File: src/rtl/instr_fetch_unit.sv
// IF stage: PC, word-addressed instruction memory with a load port, and the registered
// opcode/hazardflag pair consumed by the IF/ID register.
module instr_fetch_unit #(
  parameter int unsigned IMEM_DEPTH   = 64,
  parameter logic [31:0] PC_RESET     = 32'h0000_0000,
  parameter int unsigned FLUSH_CYCLES = 1,
  parameter logic [31:0] HALT_WORD    = 32'hFFFF_FFFF,
  localparam int unsigned AW          = $clog2(IMEM_DEPTH)
) (
  input  logic          clk,
  input  logic          reset,
  input  logic          stall,
  input  logic          branch_taken,
  input  logic [31:0]   branch_target,
  input  logic          imem_we,
  input  logic [AW-1:0] imem_waddr,
  input  logic [31:0]   imem_wdata,
  output logic [31:0]   opcode,
  output logic          hazardflag,
  output logic [31:0]   pc,
  output logic          halted
);

  localparam int unsigned CW = 3;

  typedef enum logic [1:0] {S_FETCH, S_FLUSH, S_HALT} state_t;

  state_t        state, state_nxt;
  logic [31:0]   pc_nxt, opcode_nxt;
  logic          hazardflag_nxt, halted_nxt;
  logic [CW-1:0] flush_cnt, flush_cnt_nxt;

  logic [31:0]   mem [IMEM_DEPTH];
  logic [AW-1:0] ridx;
  logic [31:0]   rword;

  // Upper PC bits are ignored for lookup so the fetch wraps modulo the memory depth.
  assign ridx  = pc[AW+1:2];
  assign rword = mem[ridx];

  // Program load port; not gated by reset so memory can be filled while the core is held.
  always_ff @(posedge clk) begin
    if (imem_we) begin
      mem[imem_waddr] <= imem_wdata;
    end
  end

  // State and output registers.
  always_ff @(posedge clk) begin
    if (reset) begin
      state      <= S_FETCH;
      pc         <= PC_RESET;
      opcode     <= 32'h0;
      hazardflag <= 1'b0;
      halted     <= 1'b0;
      flush_cnt  <= CW'(0);
    end else begin
      state      <= state_nxt;
      pc         <= pc_nxt;
      opcode     <= opcode_nxt;
      hazardflag <= hazardflag_nxt;
      halted     <= halted_nxt;
      flush_cnt  <= flush_cnt_nxt;
    end
  end

  // Next-state: HALT > branch > stall > FLUSH/FETCH.
  always_comb begin
    state_nxt      = state;
    pc_nxt         = pc;
    opcode_nxt     = opcode;
    hazardflag_nxt = 1'b0;
    halted_nxt     = halted;
    flush_cnt_nxt  = flush_cnt;

    if (state == S_HALT) begin
      opcode_nxt = 32'h0;
      halted_nxt = 1'b1;
    end else if (branch_taken) begin
      pc_nxt         = branch_target & ~32'h3;
      opcode_nxt     = 32'h0;
      hazardflag_nxt = 1'b1;
      flush_cnt_nxt  = CW'(FLUSH_CYCLES - 1);
      state_nxt      = (FLUSH_CYCLES > 1) ? S_FLUSH : S_FETCH;
    end else if (stall) begin
      hazardflag_nxt = 1'b0;
    end else if (state == S_FLUSH) begin
      hazardflag_nxt = 1'b1;
      opcode_nxt     = 32'h0;
      flush_cnt_nxt  = flush_cnt - CW'(1);
      if (flush_cnt <= CW'(1)) begin
        state_nxt = S_FETCH;
      end
    end else if (rword == HALT_WORD) begin
      opcode_nxt = 32'h0;
      halted_nxt = 1'b1;
      state_nxt  = S_HALT;
    end else begin
      opcode_nxt = rword;
      pc_nxt     = pc + 32'd4;
    end
  end

endmodule

File: config.mk
export PLATFORM = sky130hd
export DESIGN_NAME = instr_fetch_unit
export DESIGN_NICKNAME = d
export VERILOG_FILES = /design/src/rtl/instr_fetch_unit.sv
export SDC_FILE = /design/constraint.sdc
export NUM_CORES = 2
export LEC_CHECK = 0
export ABC_AREA = 1
export CORE_MARGIN = 1
export CORE_UTILIZATION = 50
export DETAILED_ROUTE_END_ITERATION = 10
export PLACE_DENSITY = 0.66
export SLEW_MARGIN = 40
export SYNTH_ARGS = -nofsm -noshare
export SYNTH_HDL_FRONTEND = slang
export SYNTH_SLANG_ARGS = --single-unit
File: constraint.sdc
create_clock -name clk -period 4.5 [get_ports clk]
set_clock_uncertainty 0.05 [all_clocks]
set_input_delay 0.9 -clock clk [delete_from_list [all_inputs] [get_ports clk]]
set_output_delay 0.9 -clock clk [all_outputs]
set_load 0.005 [all_outputs]
==> summary.md <==
| Metric | Value |
|---|---|
| Peak Freq | 0.246 GHz |
| Initial Util | 50.5% |
| Power density over cell area | 441 nW/um^2 |
| Critical Path Sink Type | flop |
| DR pass1 iterations | 5 |
| Remaining Overflow, GRT | 0 |
| Clock share of power | between 30% and 40% |
| Full die area | 174,000 um^2 |
| Setup violations, final | 0 |
| Flop pwr share | around 50% |
| Status | completed |
| Routed vias | 57,260 |
| Drc violations | 0 |
| CTS tree | done |
| First-pass GRT wire length | between 300,000 and 400,000 um |
| Distinct cell type count of the synthesized netlist | 29 |
| Pin count of the biggest net entering global routing | between 100 and 150 |
| Crit-path cells | inv_8 > buf_4 > buf_4 > nand3_1 > nand3_1 > nand3_1 > nand3_1 > nand2_1 > nand2_1 > nand2_1 > nand2_1 > nor2_1 > nand2_1 > nor2_2 > nand3_1 > buf_4 > nand2_1 > buf_4 > nor2_1 > nor2_1 |
| Final hold vios | 0 |
| Total Routed Length | 235,000 um |
| Antenna violations before repair | 5 |
| Final Power | 42.7 mW |
| Clock transition at path regs | 0.06 ns |
| Post-Syn Area | 85,900 um^2 |
| Multi-input logic area | 20,800 um^2 |
| Sw frac | 24.0% |
| Port buffer count | ~140 |
| Gate Count Post-Synth | between 7,000 and 8,000 |
| Critical Path Fanout Max | 64 |
| Max incr delay on CP | about 0.5 ns |
| Layout cells sized above 1 | around 8% |
| Antenna viol nets, final | 0 |
| Pleak | 34.0 nW |
| Routability cong. | 0.875 |
| Number of post-CTS setup repair buffers | 0 |
| Setup tns final | 0 ns |
| Net switching power | 10.2 mW |
| Row Count | 151 |
| Max Buffers Root-to-Sink | 3 |
| Placed Area | 90,300 um^2 |
| Tcrit/Tclk final | 90.4% |
| P&R area growth vs syn | 12.7% |
| Post-route cell area | between 90,000 and 100,000 um^2 |
| Core ar. | 170,000 um^2 |
| Vias per cell | 5.85 |
| Number of global-route vias before repair | 54,020 |
| Drt initial violations | 6,416 |
| Die X | roughly 420 um |
| Fillers | 13,625 |
| Worst Path Arrival | 4.74 ns |
| Post-cts repair resize count | 0 |
| #FFs+latches synth | 2,119 |
| Worst-margin pin slew | 0.925 ns |
| Most frequent cells in the layout | 2,419 x nand2_1, 2,048 x edfxtp_1, 1,970 x nand3_1, 217 x clkbuf_16, 157 x buf_4 |
| Mean post-synth cell area | approximately 12 um^2 |
| Max-slew violations | 0 |
| Root Driver | clkbuf_16 |
| DP HPWL | 126,000 um |
| Fin nets | 7,465 |
| Slowest CP cell | inv_8 |
| Max_cap viols | 0 |
| I/O pin cnt | 141 |
| Yosys warnings | 0 |
| P_int | 32.5 mW |
| Wire length per cell | 24.0 um |
| RSZ-0062 raised after global routing | false |
| Comb pwr share | around a tenth |
| # H-tree levels | 4 |
| Max rail drop VDD | 0.434 mV |
| Minimum clock period after layout | around 4.1 ns |
| TritonCTS Buffers | 209 |
| Worst EP required | 5.17 ns |
| CP most frequent cell | nand2_1 |
| Sequential-to-total area share from yosys stat | 73.2% |
| CP Class | reg -> reg |
| Post-CTS Hold Fix Bufs | 0 |
| GR Util All Layers | 26.9% |
| Clk_lat worst skew | 0.84 ns |
| Setup crit start kind | flop |
| Die H | approximately 420 um |
| HP Class | in -> reg |
| Most common cell after layout, fill and taps aside | nand2_1 |
| CTS sink cnt | 2,119 |
| Sequential cell area | 62,900 um^2 |
| Slew HR | 38.4% |
[worst paths after layout]
check | from | to | slack, ns | depth (start not counted)
worst max-delay path | flop | flop | 0.43 | 20
worst min register to register | opcode[5] | opcode[5] | 0.42 | 2
worst min-delay path | imem_wdata[5] | mem[55][5] | 0.21 | 1
worst max register to register | flop | flop | 0.43 | 20
[critical path, delay by kind of cell, from the launching register on]
family                 cells  cell delay [ns]
buffers and inverters      5             1.88
DFF                        1             0.41
and+or+nand+nor           15             1.45
[through the flow]
| stage | instances | hold slack, ns | setup WS (ns) | utilization (%) |
|---|---|---|---|---|
| final | 9782 | 0.214 | 0.432 | 57.0 |
| after global routing | 9778 | 0.197 | 0.179 | 57.0 |
| after CTS | 9774 | 0.164 | 0.461 | 56.9 |
| after detailed placement | 9396 | 0.411 | 0.490 | 53.1 |
| after global placement | 9393 | 0.397 | 0.503 | 53.0 |
| after floorplan | 7317 | 0.371 | 1.32 | - |
[kinds of logic (layout without fill, tap and decap cells)]
kind of cell | after synthesis | in the layout | synth area share [%]
AND/OR/NAND/NOR | 4564 | 4564 | 22.9
adder cells (fa/ha/maj) | 1 | 1 | 0.0146
other | 1 | 10 | 0.00436
AO/OA/AOI/OAI | 68 | 68 | 0.400
buffers and inverters | 527 | 766 | 3.10
flip-flops | 2119 | 2119 | 73.2
multiplexers | 12 | 12 | 0.140
XOR/XNOR | 24 | 24 | 0.245
[per-layer routing]
layer	global-route usage (%)	part of all wire, %	vias to the layer above
met1	36.5	40	28219
met5	0	0	-
met2	43.7	48	2606
met4	10.9	3.9	0
li1	-	-	25985
met3	3.93	8.3	450
[power by group through the flow]
stage / clock network [mW] / logic [mW] / registers (mW)
floorplan: 0 / 2.31 / 22.3
global placement: 0 / 3.85 / 22.3
detailed placement: 0 / 3.92 / 22.3
CTS: 17.0 / 3.94 / 21.9
global route: 17.7 / 4.31 / 21.9
finish: 16.8 / 3.98 / 21.9
[registers in the layout (all words and copies together), names as in the netlist, named ones only]
| signal | cells |
|---|---|
| hazardflag | 1 |
| mem | 2048 |
| state | 1 |
| halted | 1 |
| opcode | 32 |
| pc | 30 |
[cell usage after synthesis (all sizes together)]
cell	count	area [um^2]
xnor2	5	43.8
nand3	1973	9870
clkbuf	91	342
a21oi	54	270
conb	1	3.75
nand2	2419	9080
o21ai	12	60.1
nor4	1	6.26
a21boi	1	7.51
ha	1	12.5
nor3	14	70.1
nand4	5	31.3
nor2	150	571
buf	389	2140
o22ai	1	6.26
dfxtp	71	1420
inv	47	179
and3	1	6.26
xor2	19	166
edfxtp	2048	61500
mux2i	12	120
nor3b	1	7.51
[cell type report]
type                       instances  share of cell area (%)
antenna                            8                  0.0207
tap                             2218                    2.87
inverter                          47                   0.220
clock inverter                    96                   0.766
timing repair buffer             341                    3.62
sequential                      2119                    65.0
clock buffer                     282                    6.01
multi-input combinational       4671                    21.5
Power figures use the tool's default switching activity.
